File: src/rtl/instr_fetch_prefetch.sv
// Instruction-fetch front end: PC owner, single-outstanding memory requester and prefetch FIFO.
// Optional counters are compiled in when FETCH_STATS_EN is defined.
module instr_fetch_prefetch #(
  parameter logic [63:0] RESET_PC = 64'h0,
  parameter int          DEPTH    = 4
) (
  input  logic        clk,
  input  logic        reset,
  output logic        imem_req,
  output logic [63:0] imem_addr,
  input  logic        imem_gnt,
  input  logic        imem_rvalid,
  input  logic [31:0] imem_rdata,
  output logic        instr_valid,
  output logic [31:0] instruction,
  output logic [63:0] instr_pc,
  input  logic        instr_ready,
  input  logic        redirect_valid,
  input  logic [63:0] redirect_pc
`ifdef FETCH_STATS_EN
  ,
  output logic [31:0] stat_fetched,
  output logic [31:0] stat_flushed,
  output logic [31:0] stat_stall
`endif
);

  localparam int AW = $clog2(DEPTH);
  localparam int CW = AW + 1;

  typedef enum logic [1:0] {ISSUE, WAIT, DISCARD} state_t;

  state_t          state_reg, state_next;
  logic [63:0]     pc_reg, pc_next;
  logic [63:0]     req_pc_reg;
  logic [CW-1:0]   count_reg;
  logic [AW-1:0]   wr_ptr_reg, rd_ptr_reg;
  logic [31:0]     instr_mem [DEPTH];
  logic [63:0]     pc_mem    [DEPTH];

  logic grant, push, pop, dropped;

  // Slot reservation is implicit: requests only leave ISSUE, where nothing is outstanding.
  assign imem_req    = !reset && (state_reg == ISSUE) && (count_reg < CW'(DEPTH)) && !redirect_valid;
  assign imem_addr   = pc_reg;
  assign instr_valid = !reset && (count_reg != '0);
  assign instruction = instr_mem[rd_ptr_reg];
  assign instr_pc    = pc_mem[rd_ptr_reg];

  assign grant   = imem_req && imem_gnt;
  assign push    = (state_reg == WAIT) && imem_rvalid && !redirect_valid;
  assign pop     = instr_valid && instr_ready && !redirect_valid;
  assign dropped = imem_rvalid && (((state_reg == WAIT) && redirect_valid) || (state_reg == DISCARD));

  always_comb begin
    state_next = state_reg;
    pc_next    = pc_reg;
    case (state_reg)
      ISSUE: begin
        if (grant) begin
          state_next = WAIT;
          pc_next    = pc_reg + 64'd4;
        end
      end
      WAIT: begin
        if (imem_rvalid)         state_next = ISSUE;
        else if (redirect_valid) state_next = DISCARD;
      end
      DISCARD: begin
        if (imem_rvalid) state_next = ISSUE;
      end
      default: state_next = ISSUE;
    endcase
    if (redirect_valid) pc_next = redirect_pc & ~64'h3;
  end

  always_ff @(posedge clk) begin
    if (reset) begin
      state_reg  <= ISSUE;
      pc_reg     <= RESET_PC & ~64'h3;
      req_pc_reg <= '0;
      count_reg  <= '0;
      wr_ptr_reg <= '0;
      rd_ptr_reg <= '0;
    end else begin
      state_reg <= state_next;
      pc_reg    <= pc_next;
      if (grant) req_pc_reg <= pc_reg;
      if (redirect_valid) begin
        // Flush: read pointer catches up with write pointer, discarding every entry.
        count_reg  <= '0;
        rd_ptr_reg <= wr_ptr_reg;
      end else begin
        if (push) wr_ptr_reg <= wr_ptr_reg + AW'(1);
        if (pop)  rd_ptr_reg <= rd_ptr_reg + AW'(1);
        case ({push, pop})
          2'b10:   count_reg <= count_reg + CW'(1);
          2'b01:   count_reg <= count_reg - CW'(1);
          default: count_reg <= count_reg;
        endcase
      end
    end
  end

  always_ff @(posedge clk) begin
    if (push) begin
      instr_mem[wr_ptr_reg] <= imem_rdata;
      pc_mem[wr_ptr_reg]    <= req_pc_reg;
    end
  end

`ifdef FETCH_STATS_EN
  function automatic logic [31:0] sat_add(input logic [31:0] a, input logic [31:0] b);
    logic [32:0] s;
    s = {1'b0, a} + {1'b0, b};
    return s[32] ? 32'hFFFF_FFFF : s[31:0];
  endfunction

  logic [31:0] flush_inc;
  assign flush_inc = (redirect_valid ? 32'(count_reg) : 32'd0) + (dropped ? 32'd1 : 32'd0);

  always_ff @(posedge clk) begin
    if (reset) begin
      stat_fetched <= '0;
      stat_flushed <= '0;
      stat_stall   <= '0;
    end else begin
      if (pop) stat_fetched <= sat_add(stat_fetched, 32'd1);
      stat_flushed <= sat_add(stat_flushed, flush_inc);
      if (instr_ready && !instr_valid) stat_stall <= sat_add(stat_stall, 32'd1);
    end
  end
`else
  logic unused_dropped;
  assign unused_dropped = dropped;
`endif

endmodule

File: config.mk
export PLATFORM = sky130hd
export DESIGN_NAME = instr_fetch_prefetch
export DESIGN_NICKNAME = d
export VERILOG_FILES = /design/src/rtl/instr_fetch_prefetch.sv
export SDC_FILE = /design/constraint.sdc
export NUM_CORES = 1
export LEC_CHECK = 0
export CAP_MARGIN = 20
export CORE_UTILIZATION = 32
export CTS_CLUSTER_SIZE = 16
export DETAILED_ROUTE_END_ITERATION = 12
export SYNTH_ARGS = -nofsm -noshare
export SYNTH_HDL_FRONTEND = slang
export SYNTH_SLANG_ARGS = --single-unit
File: constraint.sdc
create_clock -name clk -period 4.2 [get_ports clk]
set_clock_uncertainty 0.1 [all_clocks]
set_input_delay 0.63 -clock clk [delete_from_list [all_inputs] [get_ports clk]]
set_output_delay 0.63 -clock clk [all_outputs]
set_load 0.01 [all_outputs]
==> Implementation_results.wiki <==
{| class="wikitable"
! Metric !! Value
|-
| Worst setup path end || instr_pc[59]
|-
| Tightest slew margin relative to the limit || 37.8%
|-
| Maximum cell stage delay along the critical path || 0.84 ns
|-
| GP Congestion || 0.816
|-
| Core utilization of the finished layout || 41.3%
|-
| Detail Route Antenna Nets || 0
|-
| Max Cap Viol || 0
|-
| Clk_lat worst skew || 0.59 ns
|-
| Combinational family with the most area after synthesis || multiplexers
|-
| Initial antenna violation count || 9
|-
| Type of the most critical hold path || input pin to register
|-
| Vias after detailed routing || 12,573
|-
| Max clock buf depth || 3
|-
| Maximum clock frequency || 0.278 GHz
|-
| Nets || 1,717
|-
| Share of total power in combinational logic || 6.2%
|-
| Period utilisation layout || 85.6%
|-
| Quantity of gates resized following cts || 0
|-
| Post-synthesis async set-or-reset flop share || 0%
|-
| Clock power frac || 43.3%
|-
| Root buffer cell || sky130_fd_sc_hd__clkbuf_16
|-
| Number of inserted diodes || 0
|-
| Total global routing overflow || 0
|-
| Arrival time worst endpoint || 2.86 ns
|-
| Fin. max-slew vios || 0
|-
| Outcome || completed
|-
| Initial DRC Count || 787
|-
| Width of the die || 252 um
|-
| CTS H-tree depth || 2
|-
| Final wirelength || 54.1 mm
|-
| Synthesized area || 0.0200 mm^2
|-
| Sequential cell area || 0.0140 mm^2
|-
| Count of yosys warnings during synthesis || 0
|-
| I/O pins || 264
|-
| Part of the power in registers || 50.5%
|-
| First-pass GRT wire length || 80.4 mm
|-
| Worst r2r path cells || 6
|-
| Synth Area in Compound Gates || 6.13%
|-
| Slowest library cell on the worst path || sky130_fd_sc_hd__dfxtp_4
|-
| Internal power || 8.59 mW
|-
| Type of destination of the critical path || primary output
|-
| RR Endpoint || imem_addr[59]$_SDFFE_PP0P_
|-
| Post-synth cell types || 60
|-
| Largest register FFs || 248
|-
| Final setup violation count || 0
|-
| Tightest Pin Transition || 0.932 ns
|-
| 1st-pass router iterations || 5
|-
| Beginning of the worst register-to-register path || imem_addr[18]$_SDFFE_PP0P_
|-
| Initial Utilization || 32.4%
|-
| Postcts setup bufs || 0
|-
| Worst Path Max Fanout || 30
|-
| Area Growth Syn to Fin || 27.5%
|-
| Simple-gate share of the synthesized area || 9.42%
|-
| Sequential-to-total area share from yosys stat || 70.1%
|-
| Cts bufs inserted || 54
|-
| EDFF count, synth || 376
|-
| Required time at the endpoint of the critical path || 3.47 ns
|-
| Wire length per cell || 21.7 um
|-
| Detailed-route vias per instance || 5.05
|-
| Die area || 0.0634 mm^2
|-
| Startpoint type of the worst setup path || register
|-
| Fraction of synthesized cell area in xor and xnor cells || 0.833%
|-
| Total routing resource utilization after global routing || 17.1%
|-
| Most used flip-flop cell after synthesis || sky130_fd_sc_hd__edfxtp_1
|-
| Setup repair after global routing missed its margin || false
|-
| Pin count of the biggest net entering global routing || 114
|-
| Leak Pwr || 8.00 nW
|-
| NetSw || 2.38 mW
|-
| Cell Rows || 91
|-
| Power density over the cells || 431 mW/mm^2
|-
| Clock sinks || 511
|-
| Remaining design rule violation count || 0
|-
| Critical path, cell by cell || buf_4, mux4_2, clkdlybuf4s50_1
|-
| Total area of multi-input combinational cells || 0.00563 mm^2
|-
| Sw Share || 21.7%
|-
| Register-to-register setup slack || 1.14 ns
|-
| Minimum clock period || 3.59 ns
|-
| CP Class || register to primary output
|-
| Clock input transition at the sequential cells of the worst setup and hold paths || 0.06 ns
|-
| # fillers || 5,747
|-
| Number of standard cells after synthesis || 1,343
|-
| Fraction of final layout cells with drive strength greater than 1 || 14.1%
|-
| Core region area || 0.0617 mm^2
|-
| Total Negative Setup Slacks || 0 ns
|-
| Largest registers || pc_mem x248, instr_mem x128
|-
| Worst VDD drop || 0.300 mV
|-
| Placed wire-length estimate || 34.5 mm
|-
| Endpoints failing hold || 0
|-
| Average cell area after synthesis || 14.9 um^2
|-
| Multiplexer share of the synthesized area || 11.1%
|-
| Worst hold slack across all endpoints || 0.200 ns
|-
| Chip height || 252 um
|-
| Hold buffers post-CTS || 0
|-
| Clock tree from TritonCTS || built
|-
| Number of input and output port buffers inserted || 257
|-
| Number of global-route vias before repair || 12,539
|-
| Adder-cell share of the synthesized area || 0.476%
|-
| Register name with the most flops || pc_mem
|-
| Number of storage elements in the synthesis netlist || 511
|}
how the worst min path moves through the flow:
stage | from | end | slack, ns | cells past startpoint
after global placement | req_pc_reg[15]$_SDFFE_PP0P_ | pc_mem[1][15]$_DFFE_PP_ | 0.37 | 0
after detailed placement | req_pc_reg[19]$_SDFFE_PP0P_ | req_pc_reg[19]$_SDFFE_PP0P_ | 0.39 | 2
after global routing | redirect_valid | count_reg[1]$_SDFFE_PP0P_ | 0.20 | 2
after floorplan | req_pc_reg[10]$_SDFFE_PP0P_ | pc_mem[0][10]$_DFFE_PP_ | 0.36 | 0
final | redirect_valid | count_reg[2]$_SDFFE_PP0P_ | 0.20 | 2
after CTS | redirect_valid | count_reg[2]$_SDFFE_PP0P_ | 0.17 | 2
cell usage in the layout, fill, tap and decap left out, types with 11 or more instances in the layout:
| master | Yosys | final |
|---|---|---|
| sky130_fd_sc_hd__a21oi_1 | 114 | 114 |
| sky130_fd_sc_hd__a31oi_1 | 19 | 19 |
| sky130_fd_sc_hd__and2_1 | 17 | 13 |
| sky130_fd_sc_hd__and3_1 | 15 | 14 |
| sky130_fd_sc_hd__buf_12 | 0 | 11 |
| sky130_fd_sc_hd__buf_4 | 5 | 25 |
| sky130_fd_sc_hd__clkbuf_1 | 57 | 14 |
| sky130_fd_sc_hd__clkbuf_16 | 0 | 57 |
| sky130_fd_sc_hd__clkdlybuf4s50_1 | 0 | 255 |
| sky130_fd_sc_hd__dfxtp_1 | 135 | 133 |
| sky130_fd_sc_hd__edfxtp_1 | 376 | 376 |
| sky130_fd_sc_hd__mux4_2 | 94 | 94 |
| sky130_fd_sc_hd__nand2_1 | 186 | 186 |
| sky130_fd_sc_hd__nand3_1 | 25 | 24 |
| sky130_fd_sc_hd__nand4_1 | 23 | 23 |
| sky130_fd_sc_hd__nor2_1 | 42 | 41 |
| sky130_fd_sc_hd__nor3_1 | 26 | 26 |
| sky130_fd_sc_hd__nor4_1 | 20 | 20 |
| sky130_fd_sc_hd__o21ai_0 | 25 | 25 |
| sky130_fd_sc_hd__xnor2_1 | 14 | 14 |
kinds of logic (layout without fill, tap and decap cells):
kind of cell	Yosys count	in the layout
compound gates	210	210
xor+xnor	19	19
fa+ha+maj	7	7
buf+inv	97	405
flops	511	511
mux	103	103
other cells	1	4
simple gates	395	395
synthesized netlist by cell type (8+ instances only):
| library cell | count | area, um^2 |
|---|---|---|
| sky130_fd_sc_hd__a21oi_1 | 114 | 571 |
| sky130_fd_sc_hd__a31oi_1 | 19 | 119 |
| sky130_fd_sc_hd__a22oi_1 | 10 | 75.1 |
| sky130_fd_sc_hd__nand3_1 | 25 | 125 |
| sky130_fd_sc_hd__or3_1 | 10 | 62.6 |
| sky130_fd_sc_hd__nor2_1 | 42 | 158 |
| sky130_fd_sc_hd__nor4_1 | 20 | 125 |
| sky130_fd_sc_hd__and2_1 | 17 | 106 |
| sky130_fd_sc_hd__o22ai_1 | 8 | 50.1 |
| sky130_fd_sc_hd__xnor2_1 | 14 | 123 |
| sky130_fd_sc_hd__nor3_1 | 26 | 130 |
| sky130_fd_sc_hd__edfxtp_1 | 376 | 11300 |
| sky130_fd_sc_hd__o21ai_0 | 25 | 125 |
| sky130_fd_sc_hd__and3_1 | 15 | 93.8 |
| sky130_fd_sc_hd__mux4_2 | 94 | 2120 |
| sky130_fd_sc_hd__clkbuf_1 | 57 | 214 |
| sky130_fd_sc_hd__nand4_1 | 23 | 144 |
| sky130_fd_sc_hd__dfxtp_1 | 135 | 2700 |
| sky130_fd_sc_hd__nand2_1 | 186 | 698 |
| sky130_fd_sc_hd__buf_1 | 19 | 71.3 |
| sky130_fd_sc_hd__inv_1 | 10 | 37.5 |
power by group through the flow:
stage          combinational [mW]  sequential (mW)  clock [mW]
4_1_cts                     0.693             5.54        4.87
6_report                    0.684             5.54        4.75
3_5_place_dp                0.690             5.65           0
5_1_grt                     0.734             5.55        5.05
3_3_place_gp                0.687             5.64           0
2_1_floorplan               0.298             5.61           0
worst max-delay path: cells and delay by family, from the launching register on:
| family | cells | cell delay, ns |
|---|---|---|
| buffers and inverters | 2 | 0.85 |
| multiplexers | 1 | 0.57 |
| flip-flops | 1 | 0.84 |
layout make-up:
class	instances	area share (%)
clock buffer	75	6.03
timing repair buffer	292	11.6
clock inverter	27	0.963
sequential	511	55.0
inverter	11	0.162
multi-input combinational	738	22.1
tap	837	4.11
metrics by stage:
step	instances	area, um^2	total power [mW]	setup WS, ns
2_1_floorplan	1346	20000	5.91	0.299
3_3_place_gp	2389	23700	6.33	1.14
6_report	2491	25500	11.0	0.607
5_1_grt	2491	25500	11.3	0.417
3_5_place_dp	2389	23700	6.34	1.11
4_1_cts	2491	25500	11.1	0.511
metal layers:
metal | GRT usage (%) | routed length, um | part of all wire (%)
met5 | 0 | 90 | 0.17
met1 | 22.6 | 23000 | 43
met4 | 4.21 | 1090 | 2.0
met3 | 5.36 | 4550 | 8.4
met2 | 27.2 | 25300 | 47
Power figures use the tool's default switching activity.
